--- src/rtl/uart_tx_fifo_engine_if.sv ---
// -----------------------------------------------------------------------------
// uart_tx_fifo_engine_if
// Bundles the host-side signals of the UART transmit engine.
//   master : host side. Drives wr_en/wr_data/baud_div/par_odd/ie/clr_ovr and
//            observes tx and the FIFO/frame status.
//   slave  : engine side. The same signals with the opposite directions.
// Parameters must match those of the engine instance that uses the interface.
// -----------------------------------------------------------------------------
interface uart_tx_fifo_engine_if #(
   parameter int DATA_W = 8,
   parameter int DEPTH  = 16,
   parameter int DIV_W  = 16
);
   localparam int CNT_W = $clog2(DEPTH) + 1;

   logic              wr_en;     // push wr_data this cycle
   logic [DATA_W-1:0] wr_data;   // character to transmit
   logic [DIV_W-1:0]  baud_div;  // bit period minus one, in clk cycles
   logic              par_odd;   // 1 = odd parity, 0 = even parity
   logic              ie;        // interrupt enable
   logic              clr_ovr;   // clear sticky overrun flag
   logic              tx;        // serial output, idle high
   logic              full;
   logic              empty;
   logic [CNT_W-1:0]  count;     // FIFO occupancy
   logic              busy;      // frame in progress
   logic              ovr;       // sticky overrun flag
   logic              nint;      // low = transmitter drained (when ie=1)

   modport master (
      output wr_en, wr_data, baud_div, par_odd, ie, clr_ovr,
      input  tx, full, empty, count, busy, ovr, nint
   );

   modport slave (
      input  wr_en, wr_data, baud_div, par_odd, ie, clr_ovr,
      output tx, full, empty, count, busy, ovr, nint
   );
endinterface

--- src/rtl/uart_tx_fifo_engine.sv ---
// -----------------------------------------------------------------------------
// uart_tx_fifo_engine
// UART transmitter fed by a power-of-two TX FIFO.
//   clk  : single clock, rising edge
//   rst  : asynchronous active-high reset; aborts any frame, empties the FIFO
//   bus  : uart_tx_fifo_engine_if.slave (write port, config, tx, status)
// Frame: start(0), DATA_W data bits LSB first, optional parity, stop(1).
// Each bit lasts baud_div+1 cycles. baud_div and par_odd are captured when a
// frame starts and held for that frame. When the stop bit ends and the FIFO
// still holds data, the next start bit follows with no idle gap.
// Optional feature: define UART_PARITY_EN to insert a parity bit equal to
// XOR(data bits) ^ par_odd. Without it, par_odd is ignored.
// -----------------------------------------------------------------------------
module uart_tx_fifo_engine #(
   parameter int DATA_W = 8,
   parameter int DEPTH  = 16,
   parameter int DIV_W  = 16
) (
   input logic                  clk,
   input logic                  rst,
   uart_tx_fifo_engine_if.slave bus
);
   localparam int AW = $clog2(DEPTH);
   localparam int CW = AW + 1;
   localparam int BW = $clog2(DATA_W);

   typedef enum logic [2:0] {IDLE, START, DATA, PARITY, STOP} state_t;

   state_t            state_q,    state_d;
   logic              tx_q,       tx_d;
   logic [DIV_W-1:0]  baud_cnt_q, baud_cnt_d;
   logic [DIV_W-1:0]  div_q,      div_d;
   logic [DATA_W-1:0] shift_q,    shift_d;
   logic [BW-1:0]     bit_idx_q,  bit_idx_d;
   logic [AW-1:0]     wr_ptr_q,   wr_ptr_d;
   logic [AW-1:0]     rd_ptr_q,   rd_ptr_d;
   logic [CW-1:0]     count_q,    count_d;
   logic              ovr_q,      ovr_d;
`ifdef UART_PARITY_EN
   logic              par_bit_q,  par_bit_d;
`else
   logic              unused_par_odd;
   assign unused_par_odd = bus.par_odd;
`endif

   logic [DATA_W-1:0] mem_q [DEPTH];

   logic full, empty, bit_done, pop, push;

   assign full     = (count_q == CW'(DEPTH));
   assign empty    = (count_q == '0);
   assign bit_done = (baud_cnt_q == div_q);

   always_comb begin
      // NOTE: every _d starts at its _q value so no path leaves it unassigned,
      // which would infer a latch.
      state_d    = state_q;
      tx_d       = tx_q;
      baud_cnt_d = baud_cnt_q + DIV_W'(1);
      div_d      = div_q;
      shift_d    = shift_q;
      bit_idx_d  = bit_idx_q;
      wr_ptr_d   = wr_ptr_q;
      rd_ptr_d   = rd_ptr_q;
      ovr_d      = ovr_q;
`ifdef UART_PARITY_EN
      par_bit_d  = par_bit_q;
`endif
      pop        = 1'b0;

      case (state_q)
         IDLE: begin
            tx_d       = 1'b1;
            baud_cnt_d = '0;
            pop        = !empty;
         end
         START: begin
            if (bit_done) begin
               state_d    = DATA;
               tx_d       = shift_q[0];
               bit_idx_d  = '0;
               baud_cnt_d = '0;
            end
         end
         DATA: begin
            if (bit_done) begin
               baud_cnt_d = '0;
               if (bit_idx_q == BW'(DATA_W - 1)) begin
`ifdef UART_PARITY_EN
                  state_d = PARITY;
                  tx_d    = par_bit_q;
`else
                  state_d = STOP;
                  tx_d    = 1'b1;
`endif
               end else begin
                  bit_idx_d = bit_idx_q + BW'(1);
                  shift_d   = shift_q >> 1;
                  tx_d      = shift_q[1];
               end
            end
         end
`ifdef UART_PARITY_EN
         PARITY: begin
            if (bit_done) begin
               state_d    = STOP;
               tx_d       = 1'b1;
               baud_cnt_d = '0;
            end
         end
`endif
         STOP: begin
            if (bit_done) begin
               baud_cnt_d = '0;
               if (empty) begin
                  state_d = IDLE;
                  tx_d    = 1'b1;
               end else begin
                  pop = 1'b1;
               end
            end
         end
         default: begin
            state_d    = IDLE;
            tx_d       = 1'b1;
            baud_cnt_d = '0;
         end
      endcase

      // Frame start: take the FIFO head and capture this frame's settings.
      if (pop) begin
         state_d    = START;
         tx_d       = 1'b0;
         baud_cnt_d = '0;
         shift_d    = mem_q[rd_ptr_q];
         div_d      = bus.baud_div;
         rd_ptr_d   = rd_ptr_q + AW'(1);
`ifdef UART_PARITY_EN
         par_bit_d  = (^mem_q[rd_ptr_q]) ^ bus.par_odd;
`endif
      end

      // A pop in the same cycle frees the slot, so a write to a full FIFO
      // is still accepted then.
      push = bus.wr_en && (!full || pop);
      if (push) wr_ptr_d = wr_ptr_q + AW'(1);
      count_d = count_q + CW'(push) - CW'(pop);

      // Set wins over clear.
      if (bus.wr_en && full && !pop) ovr_d = 1'b1;
      else if (bus.clr_ovr)          ovr_d = 1'b0;
   end

   // NOTE: storage array is not reset; occupancy is tracked by the pointers
   // and count, so stale entries are never read.
   always_ff @(posedge clk) begin
      if (push) mem_q[wr_ptr_q] <= bus.wr_data;
   end

   // NOTE: state registers use non-blocking assignments so every flop
   // samples values from before the edge.
   always_ff @(posedge clk or posedge rst) begin
      if (rst) begin
         state_q    <= IDLE;
         tx_q       <= 1'b1;
         baud_cnt_q <= '0;
         div_q      <= '0;
         shift_q    <= '0;
         bit_idx_q  <= '0;
         wr_ptr_q   <= '0;
         rd_ptr_q   <= '0;
         count_q    <= '0;
         ovr_q      <= 1'b0;
`ifdef UART_PARITY_EN
         par_bit_q  <= 1'b0;
`endif
      end else begin
         state_q    <= state_d;
         tx_q       <= tx_d;
         baud_cnt_q <= baud_cnt_d;
         div_q      <= div_d;
         shift_q    <= shift_d;
         bit_idx_q  <= bit_idx_d;
         wr_ptr_q   <= wr_ptr_d;
         rd_ptr_q   <= rd_ptr_d;
         count_q    <= count_d;
         ovr_q      <= ovr_d;
`ifdef UART_PARITY_EN
         par_bit_q  <= par_bit_d;
`endif
      end
   end

   assign bus.tx    = tx_q;
   assign bus.full  = full;
   assign bus.empty = empty;
   assign bus.count = count_q;
   assign bus.busy  = (state_q != IDLE);
   assign bus.ovr   = ovr_q;
   assign bus.nint  = !(bus.ie && empty && (state_q == IDLE));
endmodule

--- src/flat_wrapper.sv ---
// flat-port wrapper written by rule: the top's interface ports become plain ports
module uart_tx_fifo_engine_flat 
#(
   parameter int DATA_W = 8,
   parameter int DEPTH  = 16,
   parameter int DIV_W  = 16
)
  (clk, rst, bus_wr_en, bus_wr_data, bus_baud_div, bus_par_odd, bus_ie, bus_clr_ovr, bus_tx, bus_full, bus_empty, bus_count, bus_busy, bus_ovr, bus_nint);
  uart_tx_fifo_engine_if #(.DATA_W(DATA_W), .DEPTH(DEPTH), .DIV_W(DIV_W)) bus_i ();
  input logic clk;
  input logic rst;
  input wire logic [$bits(bus_i.wr_en)-1:0] bus_wr_en;
  input wire logic [$bits(bus_i.wr_data)-1:0] bus_wr_data;
  input wire logic [$bits(bus_i.baud_div)-1:0] bus_baud_div;
  input wire logic [$bits(bus_i.par_odd)-1:0] bus_par_odd;
  input wire logic [$bits(bus_i.ie)-1:0] bus_ie;
  input wire logic [$bits(bus_i.clr_ovr)-1:0] bus_clr_ovr;
  output wire logic [$bits(bus_i.tx)-1:0] bus_tx;
  output wire logic [$bits(bus_i.full)-1:0] bus_full;
  output wire logic [$bits(bus_i.empty)-1:0] bus_empty;
  output wire logic [$bits(bus_i.count)-1:0] bus_count;
  output wire logic [$bits(bus_i.busy)-1:0] bus_busy;
  output wire logic [$bits(bus_i.ovr)-1:0] bus_ovr;
  output wire logic [$bits(bus_i.nint)-1:0] bus_nint;
  assign bus_i.wr_en = bus_wr_en;
  assign bus_i.wr_data = bus_wr_data;
  assign bus_i.baud_div = bus_baud_div;
  assign bus_i.par_odd = bus_par_odd;
  assign bus_i.ie = bus_ie;
  assign bus_i.clr_ovr = bus_clr_ovr;
  assign bus_tx = bus_i.tx;
  assign bus_full = bus_i.full;
  assign bus_empty = bus_i.empty;
  assign bus_count = bus_i.count;
  assign bus_busy = bus_i.busy;
  assign bus_ovr = bus_i.ovr;
  assign bus_nint = bus_i.nint;
  uart_tx_fifo_engine #(.DATA_W(DATA_W), .DEPTH(DEPTH), .DIV_W(DIV_W)) u_core (.clk(clk), .rst(rst), .bus(bus_i));
endmodule
--- config.mk ---
export PLATFORM = sky130hd
export DESIGN_NAME = uart_tx_fifo_engine_flat
export DESIGN_NICKNAME = d
export VERILOG_FILES = /design/src/rtl/uart_tx_fifo_engine_if.sv /design/src/rtl/uart_tx_fifo_engine.sv /design/src/flat_wrapper.sv
export SDC_FILE = /design/constraint.sdc
export NUM_CORES = 1
export LEC_CHECK = 0
export ABC_AREA = 1
export CAP_MARGIN = 20
export CORE_MARGIN = 2
export CORE_UTILIZATION = 45
export CTS_BUF_LIST = sky130_fd_sc_hd__clkbuf_2 sky130_fd_sc_hd__clkbuf_4 sky130_fd_sc_hd__clkbuf_8
export DETAILED_ROUTE_END_ITERATION = 10
export PLACE_DENSITY = 0.7
export SLEW_MARGIN = 20
export SYNTH_ARGS = -nofsm -noshare
export SYNTH_HDL_FRONTEND = slang
export SYNTH_SLANG_ARGS = --single-unit
--- constraint.sdc ---
create_clock -name clk -period 2.6 [get_ports clk]
set_input_delay 0.52 -clock clk [delete_from_list [all_inputs] [get_ports clk]]
set_output_delay 0.52 -clock clk [all_outputs]
set_load 0.01 [all_outputs]
## Word-level counts from Yosys, hierarchy flattened

Memories as Yosys holds them, arrays and structs flattened.
Index checks and enable logic that the tools add are counted.

- Memory bits (writable): 128
- Word-level logic and storage cells: 87
- Memories kept: 1
- Output and inout port bits: 11
- Input port bits: 30
- Flip-flop bits (word level): 61

- $add $sub $neg: 6
- Equal/unequal tests: 16
- Reductions and logical operators: 22
- Multiplexer cells: 32

Memory list:

| name | words | width | read ports | clocked after memory_dff | wr ports | RTL line | RTL |
|---|---|---|---|---|---|---|---|
| u_core.mem_q | 16 | 8 | 1 | 0 | 1 | uart_tx_fifo_engine.sv:46 | `logic [DATA_W-1:0] mem_q [DEPTH];` |

Operators by type and width:

| cell | count |
|---|---|
| two-way mux 16 bit | 3 |
| two-way mux 8 bit | 4 |
| two-way mux 3 bit | 9 |
| adder 16 x 1 -> 16 bit (second input constant) | 1 |
| equality test 16 bit | 1 |
| inequality test 3 x 1 -> 1 bit (second input constant) | 5 |
| two-way mux 1 bit | 12 |
| case mux 3 bit (4 select lines) | 1 |
| adder 4 x 1 -> 4 bit (second input constant) | 2 |
| inequality test 2 x 1 -> 1 bit (second input constant) | 4 |
| AND reduction 4 bit | 2 |
| nonzero test 2 bit | 4 |
| equality test 3 bit (second input constant) | 2 |
| case mux 3 bit (2 select lines) | 1 |
| AND reduction 6 bit | 1 |
| adder 5 x 1 -> 5 bit | 1 |
| equality test 5 bit (second input constant) | 1 |
| logical AND 1 bit | 5 |
| zero test 5 bit | 1 |
| subtractor 5 x 1 -> 5 bit | 1 |
| zero test 1 bit | 4 |
| adder 3 x 1 -> 3 bit (second input constant) | 1 |
| equality test 3 x 1 -> 1 bit (second input constant) | 1 |
| equality test 3 x 2 -> 1 bit (second input constant) | 1 |
| other kinds (8) | 8 |

## Longest topological paths before layout

Gate-level depths: netlist of the first run.

- Word-level depth: 8
- Mapped depth: 18
- Depth with buffers taken out: 17

## Worst setup path before layout of the first run

Ideal clock, no wire load.

- Path type: register -> register
- Start point: register u_core.count_q[3] (netlist: u_core.bus.count[3])
- End point: register u_core.count_q[4] (netlist: u_core.bus.count[4])
- Cell stages (with the launch flop): 18
- Library setup time: 0.079 ns
- Data arrival time: 2.816 ns
- Path buffers: 1
- Required time: 2.521 ns
- Slack: -0.296 ns
- Clock period less this slack: 2.896 ns
- Path through: dfrtp_1 inv_1 ha_1 nand3_1 nor2_1 inv_1 nand2_1 inv_1 nand2_4 inv_2 buf_4 ha_1 inv_1 ha_1 inv_1 fa_1 o21ai_0 xor2_1

- Longest elaborated chain between the ends: 8
- Elaborated cells on any way between the ends: 11
- Those cells by class: add/sub (2); eq/ne (1); mux (3); reduce/logical (5)

Ends and longest elaborated chain:

| item | RTL line | RTL |
|---|---|---|
| start, declared | uart_tx_fifo_engine.sv:37 | `logic [CW-1:0] count_q, count_d;` |
| start signal, assigned | uart_tx_fifo_engine.sv:186 | `count_q <= count_d;` |
| zero test 5 bit (*) | uart_tx_fifo_engine.sv:51 | `assign empty = (count_q == '0);` |
| net bus_empty | flat_wrapper.sv:20 | `output wire logic [$bits(bus_i.empty)-1:0] bus_empty;` |
| two-way mux 1 bit | uart_tx_fifo_engine.sv:115 | `if (empty) begin` |
| two-way mux 1 bit | uart_tx_fifo_engine.sv:113 | `if (bit_done) begin` |
| case mux 1 bit (2 select lines) (*) | uart_tx_fifo_engine.sv:71 | `case (state_q)` |
| net u_core.pop | uart_tx_fifo_engine.sv:48 | `logic full, empty, bit_done, pop, push;` |
| logical OR 1 bit | uart_tx_fifo_engine.sv:145 | `push = bus.wr_en && (!full \|\| pop);` |
| logical AND 1 bit | uart_tx_fifo_engine.sv:145 |  |
| adder 5 x 1 -> 5 bit | uart_tx_fifo_engine.sv:147 | `count_d = count_q + CW'(push) - CW'(pop);` |
| subtractor 5 x 1 -> 5 bit (*) | uart_tx_fifo_engine.sv:147 |  |
| net u_core.count_d[4] | uart_tx_fifo_engine.sv:37 |  |

The timed path passes the listed nets; every way through them passes the cells marked *.
A chain may end at the register's enable or synchronous reset.

## Worst setup path in the final report of the first run

- Start point: register u_core.baud_cnt_q[3]
- End point: register u_core.count_q[4] (netlist: u_core.bus.count[4])

- Longest elaborated chain between the ends: 7

Ends and longest elaborated chain:

| item | RTL line | RTL |
|---|---|---|
| start, declared | uart_tx_fifo_engine.sv:31 | `logic [DIV_W-1:0] baud_cnt_q, baud_cnt_d;` |
| start signal, assigned | uart_tx_fifo_engine.sv:180 | `baud_cnt_q <= baud_cnt_d;` |
| equality test 16 bit (*) | uart_tx_fifo_engine.sv:52 | `assign bit_done = (baud_cnt_q == div_q);` |
| two-way mux 1 bit (*) | uart_tx_fifo_engine.sv:113 |  |
| case mux 1 bit (2 select lines) (*) | uart_tx_fifo_engine.sv:71 |  |
| logical OR 1 bit | uart_tx_fifo_engine.sv:145 |  |
| logical AND 1 bit | uart_tx_fifo_engine.sv:145 |  |
| adder 5 x 1 -> 5 bit | uart_tx_fifo_engine.sv:147 |  |
| subtractor 5 x 1 -> 5 bit (*) | uart_tx_fifo_engine.sv:147 |  |
| net u_core.count_d[4] | uart_tx_fifo_engine.sv:37 |  |

Marked as above.

==> flow_metrics.py, run 1 <==
metrics = {
    "critical_path": {
        "path_common_cell": "nand2_1",
        "path_class": "flop to flop",
        "critPathRequiredTime_ps": 3000,
        "critPathCaptureType": "flop",
        "cp_cell_sequence": "inv_2 > nand2_1 > nand2_1 > nor2_1 > nand2_1 > nor2_2 > nand2_2 > nand2_4 > nand2_8 > inv_4 > ha_1 > inv_1 > ha_2 > inv_1 > fa_2 > o21ai_2 > xor2_1",
        "reg2reg_depth": 17,
        "cp-start-kind": "flop",
        "critPathMaxStageDelay_ps": 420,
        "slowest_stage": "dfrtp_1",
        "cp_max_fo": 5,
        "arrival_ps": 2900,
    },
    "drt": {
        "drc": 0,
        "drt-total-wl_um": 17200,
        "drt-initial-drc-count": 433,
        "drt-vias-per-instance": 5.05,
        "num_vias": 5905,
        "wire_per_inst_um": 14.7,
        "detail-route-antenna-nets": 0,
        "drt_pass1_iterations": 5,
    },
    "clock_tree": {
        "clkTransAtPathRegs_ps": 110,
        "cts_tree": "yes",
        "cts_max_level": 4,
        "cts.hold.buffers_added": 0,
        "numCtsBuffers": 17,
        "cts_buffer_depth": 2,
        "cts_root_buffer": "clkbuf_8",
        "clkLatencyLatePin_ps": 470,
        "cts.sinks": 189,
    },
    "place": {
        "dp_cells": 1128,
        "place.gp.congestion": 0.876,
        "io_buffers": 39,
        "post-place-ws_ps": 21.9,
        "hpwl_um": 10800,
        "placed_area_um2": 9310,
    },
    "sta": {
        "skew_ps": 20.7,
        "setup_viol": 0,
        "worst_pin_slew_ps": 642,
        "min_period_ps": 2500,
        "finalCritPeriodShare_pct": 96.1,
        "hold_viol_final": 0,
        "hold_ws_ps": 421,
        "relSlewSlack_pct": 57.1,
        "rsz0062_at_grt": "yes",
        "maxSlewViolCount": 0,
        "fin_setup_tns_ps": 0,
        "setup_slack_ps": 102,
        "clock.fmax_mhz": 400,
    },
    "cells_and_area": {
        "post-route-util_pct": 52.7,
        "final_area_um2": 9830,
        "diodes": 0,
        "nNetsFinal": 969,
        "stdcell_count": 1170,
        "final_cell_mix": "nand2_1 (192), nor2_1 (133), edfxtp_1 (128), nand3_1 (79), o21ai_0 (67)",
        "area.growth.synth_to_final_pct": 15.6,
        "mostFrequentLayoutCell": "nand2_1",
        "layout-drive-gt1-share_pct": 12.4,
    },
    "grt": {
        "antenna_found_initial": 0,
        "grt_max_degree": 67,
        "gr-total-overflow": 0,
        "first_global_vias": 5445,
        "grt_pass1_wl_um": 27600,
        "grtUsageTotal_pct": 17.8,
    },
    "floorplanning": {
        "num_rows": 50,
        "die_area_um2": 20000,
        "ios": 41,
        "die_height_um": 141,
        "initial_utilization_pct": 45.6,
        "core_region_area_um2": 18600,
        "die_w_um": 141,
    },
    "power_and_ir_drop": {
        "leakage_nw": 3.92,
        "clockPowerShare_pct": 19.2,
        "pwr-share-seq_pct": 40.9,
        "finalPower_mw": 9.85,
        "powerDensity_nw_per_um2": 1000,
        "internal_power_mw": 5.92,
        "p_comb_share_pct": 39.9,
        "peakVddDrop_v": 0.000461,
        "netSwitchingPower_mw": 3.94,
        "p_sw_share_pct": 39.9,
    },
    "logic_synthesis": {
        "synth_cells": 862,
        "syn_avg_cell_area_um2": 9.86,
        "synth.net_count": 907,
        "ys_types": 30,
        "yosysWarnings": 0,
        "ys_seq_area_share_pct": 63.2,
        "netlist_area_um2": 8500,
        "ys_ff_latch": 189,
    },
    "status": {
        "status": "finished, final reports clean",
    },
    "run": {
        "maxCapViolations": 0,
    },
    "min_path": {
        "hp-class": "primary input to asynchronous set/reset pin",
    },
}
-- final timing paths --
| path | start | end | slack, ps |
|---|---|---|---|
| max in group asynchronous | rst | u_core.div_q[6] | 1570 |
| hold / removal | rst | u_core.state_q[2] | 420 |
| setup reg to reg | u_core.baud_cnt_q[3] | u_core.bus.count[4] | 100 |
| hold reg to reg | u_core.shift_q[6] | u_core.shift_q[6] | 490 |
| setup / recovery | u_core.baud_cnt_q[3] | u_core.bus.count[4] | 100 |
| min in group clk | u_core.shift_q[6] | u_core.shift_q[6] | 490 |
-- power groups by stage --
stage	clock (mW)	sequential [mW]	combinational, mW
2_1_floorplan	0	4.02	2.71
3_3_place_gp	0	4.07	3.71
3_5_place_dp	0	4.08	3.81
4_1_cts	1.93	4.02	3.83
5_1_grt	2.06	4.08	4.47
6_report	1.90	4.03	3.93
-- what timing repair did --
| item | in CTS | in global routing |
|---|---|---|
| setup endpoints to repair | 1 | 6 |
| gates cloned | 0 | 0 |
| pin swaps | 0 | 5 |
| setup buffers | 0 | 11 |
| gates resized for setup | 1 | 11 |
-- state kept, by name, indices dropped and copies added (netlist names) --
register,flops
u_core.shift_q,8
u_core.wr_ptr_q,4
u_core.bit_idx_q,3
u_core.baud_cnt_q,16
u_core.bus.count,5
u_core.state_q,3
u_core.div_q,16
u_core.bus.ovr,1
u_core.rd_ptr_q,4
u_core.mem_q,128
u_core.bus.tx,1
-- Yosys cell counts --
cell / n / area, um2
o21ai_0: 68 / 340
edfxtp_1: 128 / 3840
buf_6: 2 / 22.5
nor2_2: 12 / 75.1
inv_1: 60 / 225
nor4_1: 3 / 18.8
o211ai_1: 9 / 67.6
and3_1: 1 / 6.26
nand3_1: 80 / 400
clkbuf_1: 15 / 56.3
nor3_1: 8 / 40.0
nand2_4: 3 / 33.8
xnor2_1: 3 / 26.3
fa_1: 1 / 20.0
a311oi_1: 1 / 8.76
inv_2: 12 / 45.0
dfstp_2: 1 / 26.3
o21ai_1: 9 / 45.0
buf_4: 2 / 15.0
buf_2: 11 / 55.1
o221ai_1: 1 / 8.76
nand2_1: 193 / 724
clkinv_1: 2 / 7.51
a21oi_1: 3 / 15.0
buf_1: 3 / 11.3
nand2_2: 2 / 12.5
dfrtp_1: 60 / 1500
nor2_1: 137 / 514
xor2_1: 18 / 158
ha_1: 14 / 175
-- routing by layer --
metal  vias up  routed length [um]  GRT usage (%)
met2       136                8590           30.7
li1       2983                   -              -
met5         -                   0              0
met3        11                 770           3.64
met4         0                 149           4.58
met1      2775                7700           23.2
-- cell families after synthesis --
family | synth area share (%)
fa+ha+maj | 2.30
simple gates | 21.5
xor+xnor | 2.16
compound gates | 5.71
flops | 63.2
buf+inv | 5.15
-- layout make-up --
| cell class | count | area (um2) |
|---|---|---|
| multi-input cells | 566 | 2760 |
| well taps | 234 | 293 |
| flip-flops and latches | 189 | 5380 |
| clock inverters | 14 | 155 |
| inverters | 74 | 283 |
| repair buffers | 76 | 731 |
| clock buffers | 17 | 234 |
| fillers | 1637 | 8820 |
-- critical path, delay by kind of cell (launching register included) --
family	cells	cell delay (ps)
flops	1	420
fa+ha+maj	3	780
xor+xnor	1	150
simple gates	8	670
buf+inv	4	240
compound gates	1	160
Note: power is estimated with default switching activity, not from simulation.
==> run 2: changes to the inputs <==
--- a/config.mk
+++ b/config.mk
@@ -8,7 +8,9 @@
 export ABC_AREA = 1
 export CAP_MARGIN = 20
+export CORE_ASPECT_RATIO = 1.75
 export CORE_MARGIN = 2
 export CORE_UTILIZATION = 45
 export CTS_BUF_LIST = sky130_fd_sc_hd__clkbuf_2 sky130_fd_sc_hd__clkbuf_4 sky130_fd_sc_hd__clkbuf_8
+export CTS_CLUSTER_SIZE = 16
 export DETAILED_ROUTE_END_ITERATION = 10
 export PLACE_DENSITY = 0.7
==> constraint.sdc (replaced) <==
create_clock -name clk -period 2.6 [get_ports clk]
set_input_delay 0.39 -clock clk [delete_from_list [all_inputs] [get_ports clk]]
set_output_delay 0.39 -clock clk [all_outputs]
set_load 0.01 [all_outputs]
==> run 2 against run 1 <==
Effect of this change: hold slack lost 200 ps; first-iteration DRC count decreased by 20%; via count is 2.4% higher; power grew 1.7%; fmax up 0.59%; critical path depth decreased by 12; critical path type is now flop to output pin; largest power group unchanged.
==> flow_metrics.py, run 2 (synthesis gave the netlist of run 1 again) <==
metrics = {
    "sta": {
        "clock.fmax_mhz": 403,
        "relSlewSlack_pct": 59.2,
        "rsz0062_at_grt": "yes",
        "skew_ps": 14.2,
        "hold_viol_final": 0,
        "finalCritPeriodShare_pct": 95.5,
        "min_period_ps": 2480,
        "hold_ws_ps": 221,
        "worst_pin_slew_ps": 609,
        "setup_viol": 0,
        "maxSlewViolCount": 0,
    },
    "power_and_ir_drop": {
        "pwr-share-seq_pct": 40.2,
        "p_sw_share_pct": 39.1,
        "internal_power_mw": 6.10,
        "powerDensity_nw_per_um2": 1010,
        "finalPower_mw": 10.0,
        "netSwitchingPower_mw": 3.91,
        "leakage_nw": 3.96,
        "peakVddDrop_v": 0.000398,
        "clockPowerShare_pct": 19.8,
        "p_comb_share_pct": 40.0,
    },
    "grt": {
        "antenna_found_initial": 0,
        "grtUsageTotal_pct": 19.2,
        "gr-total-overflow": 0,
        "grt_pass1_wl_um": 29100,
        "grt_max_degree": 47,
        "first_global_vias": 6059,
    },
    "clock_tree": {
        "cts.sinks": 189,
        "cts_root_buffer": "clkbuf_8",
        "numCtsBuffers": 17,
        "clkLatencyLatePin_ps": 470,
        "clkTransAtPathRegs_ps": 100,
        "cts_max_level": 4,
        "cts_tree": "yes",
        "cts_buffer_depth": 2,
        "cts.hold.buffers_added": 0,
    },
    "min_path": {
        "hp-class": "primary input to asynchronous set/reset pin",
    },
    "floorplanning": {
        "die_area_um2": 20000,
        "die_w_um": 108,
        "num_rows": 66,
        "die_height_um": 186,
        "initial_utilization_pct": 45.7,
        "core_region_area_um2": 18600,
        "ios": 41,
    },
    "cells_and_area": {
        "area.growth.synth_to_final_pct": 16.4,
        "final_cell_mix": "nand2_1 (191), nor2_1 (134), edfxtp_1 (128), nand3_1 (79), o21ai_0 (67)",
        "nNetsFinal": 978,
        "layout-drive-gt1-share_pct": 13.3,
        "largest_reg_flops": 128,
        "final_area_um2": 9890,
        "post-route-util_pct": 53.3,
        "mostFrequentLayoutCell": "nand2_1",
        "diodes": 0,
        "stdcell_count": 1184,
        "reg.largest.list": "u_core.mem_q: 128 flops, u_core.baud_cnt_q: 16 flops, u_core.div_q: 16 flops",
        "top_register": "u_core.mem_q",
        "nFillCells": 1637,
    },
    "place": {
        "io_buffers": 39,
        "hpwl_um": 12400,
        "place.gp.congestion": 0.863,
        "placed_area_um2": 9350,
        "dp_cells": 1142,
    },
    "drt": {
        "drt_pass1_iterations": 5,
        "wl_met1_um": 6530,
        "drt-initial-drc-count": 346,
        "drt-vias-per-instance": 5.11,
        "num_vias": 6045,
        "drc": 0,
        "met3WireLength_um": 645,
        "drt-total-wl_um": 18300,
        "wl_met2_um": 10300,
        "dr.max_layer_used": "met4",
        "detail-route-antenna-nets": 0,
        "wire_per_inst_um": 15.5,
    },
    "critical_path": {
        "r2r-end": "u_core.bus.count[4]",
        "path_class": "flop to output pin",
        "cp-start-kind": "flop",
        "critPathRequiredTime_ps": 2210,
        "arrival_ps": 2090,
        "r2r-start": "u_core.bus.count[2]",
        "reg2reg_depth": 16,
        "cp_max_fo": 4,
        "r2r_slack_ps": 170,
        "critPathCaptureType": "output pin",
    },
    "run": {
        "maxCapViolations": 0,
    },
    "status": {
        "status": "finished, final reports clean",
    },
}
==> run 2: final cells by class <==
type / count / area [um2] / share of cell area [%]
Sequential cell: 189 / 5370 / 54.3
Inverter: 74 / 290 / 2.93
Timing Repair Buffer: 85 / 752 / 7.60
Multi-Input combinational cell: 566 / 2770 / 27.9
Clock inverter: 15 / 183 / 1.85
Tap cell: 238 / 298 / 3.01
Clock buffer: 17 / 234 / 2.36
==> run 2: worst max-delay path: stages, from the launching register on <==
cell and delay [ps]:
dfrtp_1 420, nor2_1 280, inv_1 100, nor2_1 220
inv_1 120, clkdlybuf4s50_1 490
==> run 2: worst max-delay path by stage <==
stage                                     from                   to  slack, ps
after CTS                  u_core.bus.count[2]  u_core.bus.count[4]          3
after global placement     u_core.bus.count[3]  u_core.bus.count[4]         80
after global routing      u_core.baud_cnt_q[1]  u_core.bus.count[4]        -30
after detailed placement   u_core.bus.count[3]  u_core.bus.count[4]         20
after floorplan            u_core.bus.count[3]  u_core.bus.count[4]         20
final                        u_core.state_q[1]             bus_busy        120
==> run 2: per-layer routing <==
| metal | track usage, % | up-vias |
|---|---|---|
| met5 | 0 | - |
| met4 | 10.8 | 0 |
| met2 | 37.0 | 139 |
| li1 | - | 2989 |
| met1 | 18.9 | 2870 |
| met3 | 3.33 | 47 |
==> run 2: power groups by stage <==
stage	logic (mW)	registers, mW	clock network, mW
2_1_floorplan	2.71	4.02	0
3_3_place_gp	3.71	4.07	0
3_5_place_dp	3.83	4.08	0
4_1_cts	3.86	4.02	2.02
5_1_grt	4.56	4.08	2.13
6_report	4.01	4.03	1.98
==> run 2: metrics by stage <==
stage                     setup WS (ps)  setup TNS [ps]
after floorplan                    16.2               0
after global placement             78.0               0
after detailed placement           20.3               0
after CTS                          2.61               0
after global routing              -33.5           -33.5
final                               117               0
==> run 2: repair_timing <==
action	in CTS	in global routing
pin swaps	0	10
setup buffers	1	9
gates resized for setup	0	17
endpoints found under the setup margin	1	4
==> run 3: changes to the inputs <==
Settings changed: CORE_MARGIN 2 to unset, SKIP_LAST_GASP set to 1.
==> run 3 against run 2 <==
Effect of this change: critical path depth unchanged; die area fell by 2.9%; count of clock-buffer cells in the layout grew 1; hold slack worse by 22 ps; clock skew is 4.5 ps higher; routed wire length shrank 0.46%; combinational power barely moved; first-iteration DRC count decreased by 26%; non-clock buffer count is 3 higher; critical endpoint is now bus_full; largest cell class unchanged; highest routed layer unchanged.
==> flow_metrics.py, run 3 (synthesis gave the netlist of run 1 again) <==
metrics = {
    "power_and_ir_drop": {
        "powerDensity_nw_per_um2": 1010,
        "p_sw_share_pct": 39.1,
        "p_comb_share_pct": 39.7,
        "clockPowerShare_pct": 20.2,
        "internal_power_mw": 6.13,
        "peakVddDrop_v": 0.000441,
        "pwr-share-seq_pct": 40.1,
        "leakage_nw": 4.00,
        "netSwitchingPower_mw": 3.94,
    },
    "drt": {
        "drt-initial-drc-count": 257,
        "wire_per_inst_um": 15.4,
        "wl_met2_um": 10300,
        "wl_met1_um": 6720,
        "dr.max_layer_used": "met4",
        "drc": 0,
        "detail-route-antenna-nets": 0,
        "num_vias": 6065,
        "met3WireLength_um": 692,
        "drt-total-wl_um": 18200,
        "drt_pass1_iterations": 4,
        "drt-vias-per-instance": 5.11,
    },
    "sta": {
        "finalCritPeriodShare_pct": 96.1,
        "clock.fmax_mhz": 400,
        "setup_slack_ps": 101,
        "min_period_ps": 2500,
        "setup_viol": 0,
        "fin_setup_tns_ps": 0,
        "skew_ps": 18.8,
        "worst_pin_slew_ps": 619,
        "hold_ws_ps": 199,
        "hold_viol_final": 0,
        "maxSlewViolCount": 0,
        "relSlewSlack_pct": 58.7,
    },
    "critical_path": {
        "cp-start-kind": "flop",
        "path_class": "flop to output pin",
        "cp_max_fo": 3,
        "critPathTopFamily": "buffers and inverters",
        "path_buf_inv": 2,
        "critPathCaptureType": "output pin",
        "slowest_stage": "clkdlybuf4s50_1",
        "critPathMaxStageDelay_ps": 620,
        "critPathRequiredTime_ps": 2210,
        "arrival_ps": 2110,
        "cp_cell_sequence": "inv_1 > ha_4 > nand3_4 > nor2_1 > clkdlybuf4s50_1",
    },
    "clock_tree": {
        "cts.hold.buffers_added": 0,
        "numCtsBuffers": 17,
        "clkTransAtPathRegs_ps": 110,
        "cts_root_buffer": "clkbuf_8",
        "cts_max_level": 4,
        "clkLatencyLatePin_ps": 480,
        "cts_tree": "yes",
        "cts_buffer_depth": 2,
        "cts.sinks": 189,
    },
    "place": {
        "place.gp.congestion": 0.866,
        "io_buffers": 39,
        "hpwl_um": 12000,
        "dp_cells": 1140,
        "post-place-ws_ps": 28.0,
    },
    "floorplanning": {
        "ios": 41,
        "initial_utilization_pct": 45.7,
        "die_area_um2": 19500,
        "die_w_um": 106,
        "core_region_area_um2": 18600,
        "num_rows": 66,
        "die_height_um": 184,
    },
    "grt": {
        "first_global_vias": 5745,
        "grtUsageTotal_pct": 19.2,
        "gr-total-overflow": 0,
        "grt_max_degree": 60,
        "antenna_found_initial": 0,
        "grt_pass1_wl_um": 27900,
    },
    "cells_and_area": {
        "nFillCells": 1611,
        "multi_input_area_um2": 2790,
        "final_cell_mix": "nand2_1 (188), nor2_1 (134), edfxtp_1 (128), nand3_1 (79), o21ai_0 (67)",
        "area.growth.synth_to_final_pct": 17.2,
        "mostFrequentLayoutCell": "nand2_1",
        "layout-drive-gt1-share_pct": 13.6,
        "reg.largest.list": "u_core.mem_q: 128 flops, u_core.baud_cnt_q: 16 flops, u_core.div_q: 16 flops",
        "diodes": 0,
        "stdcell_count": 1187,
        "top_register": "u_core.mem_q",
        "seq_area_um2": 5370,
        "largest_reg_flops": 128,
        "post-route-util_pct": 53.6,
        "nNetsFinal": 981,
    },
    "run": {
        "maxCapViolations": 0,
    },
    "min_path": {
        "hp-class": "primary input to asynchronous set/reset pin",
    },
    "status": {
        "status": "finished, final reports clean",
    },
}
[run 3: path summary, 6_finish.rpt]
kind                       slack, ps  depth (start not counted)                  end                 start
max                              100                          5             bus_full   u_core.bus.count[3]
min                              200                          2      u_core.div_q[8]                   rst
max reg2reg                      150                         17  u_core.bus.count[4]  u_core.baud_cnt_q[5]
min reg2reg                      490                          2    u_core.shift_q[5]     u_core.shift_q[5]
max in group asynchronous       1820                          3      u_core.div_q[0]                   rst
min in group clk                 450                          3      u_core.div_q[7]       bus_baud_div[7]
[run 3: final cells by class]
type                       count  area share (%)
multi-input combinational    566            28.0
clock inverter                14            1.97
timing repair buffer          88            7.86
tap                          238            2.99
sequential                   189            53.9
clock buffer                  18            2.42
inverter                      74            2.84
[run 3: worst register-to-register path, cell delays in order (launching register included)]
cell and delay [ps]:
dfrtp_1 410, inv_2 50, nand2_1 50, nand2_1 50
nor2_1 140, nand2_2 110, nor2_2 120, nand2_2 80
nand2_4 90, nand2_8 80, inv_4 70, ha_4 190
inv_2 60, ha_4 120, inv_2 40, fa_2 390
o21ai_2 160, xor2_1 160
[run 3: power by group through the flow]
stage	sequential [mW]	clock [mW]	combinational [mW]
after floorplan	4.02	0	2.71
after CTS	4.03	2.07	3.81
after detailed placement	4.09	0	3.78
after global routing	4.08	2.19	4.56
final	4.04	2.03	4.00
after global placement	4.09	0	3.67
[run 3: repair_timing]
item / in CTS / in global routing
resized for setup: 0 / 15
pin swaps: 0 / 14
buffers inserted: 1 / 14
gates cloned: 0 / 0
setup endpoints to repair: 1 / 4
[run 3: metrics by stage]
| step | power [mW] | area [um2] |
|---|---|---|
| finish | 10.1 | 9960 |
| global route | 10.8 | 9960 |
| CTS | 9.91 | 9790 |
| detailed placement | 7.88 | 9350 |
| global placement | 7.76 | 9350 |
| floorplan | 6.73 | 8540 |
[run 3: metal layers]
layer,vias to the layer above,track usage [%]
met4,0,8.72
li1,2985,-
met1,2908,19.4
met2,141,37.7
met5,-,0
met3,31,3.19
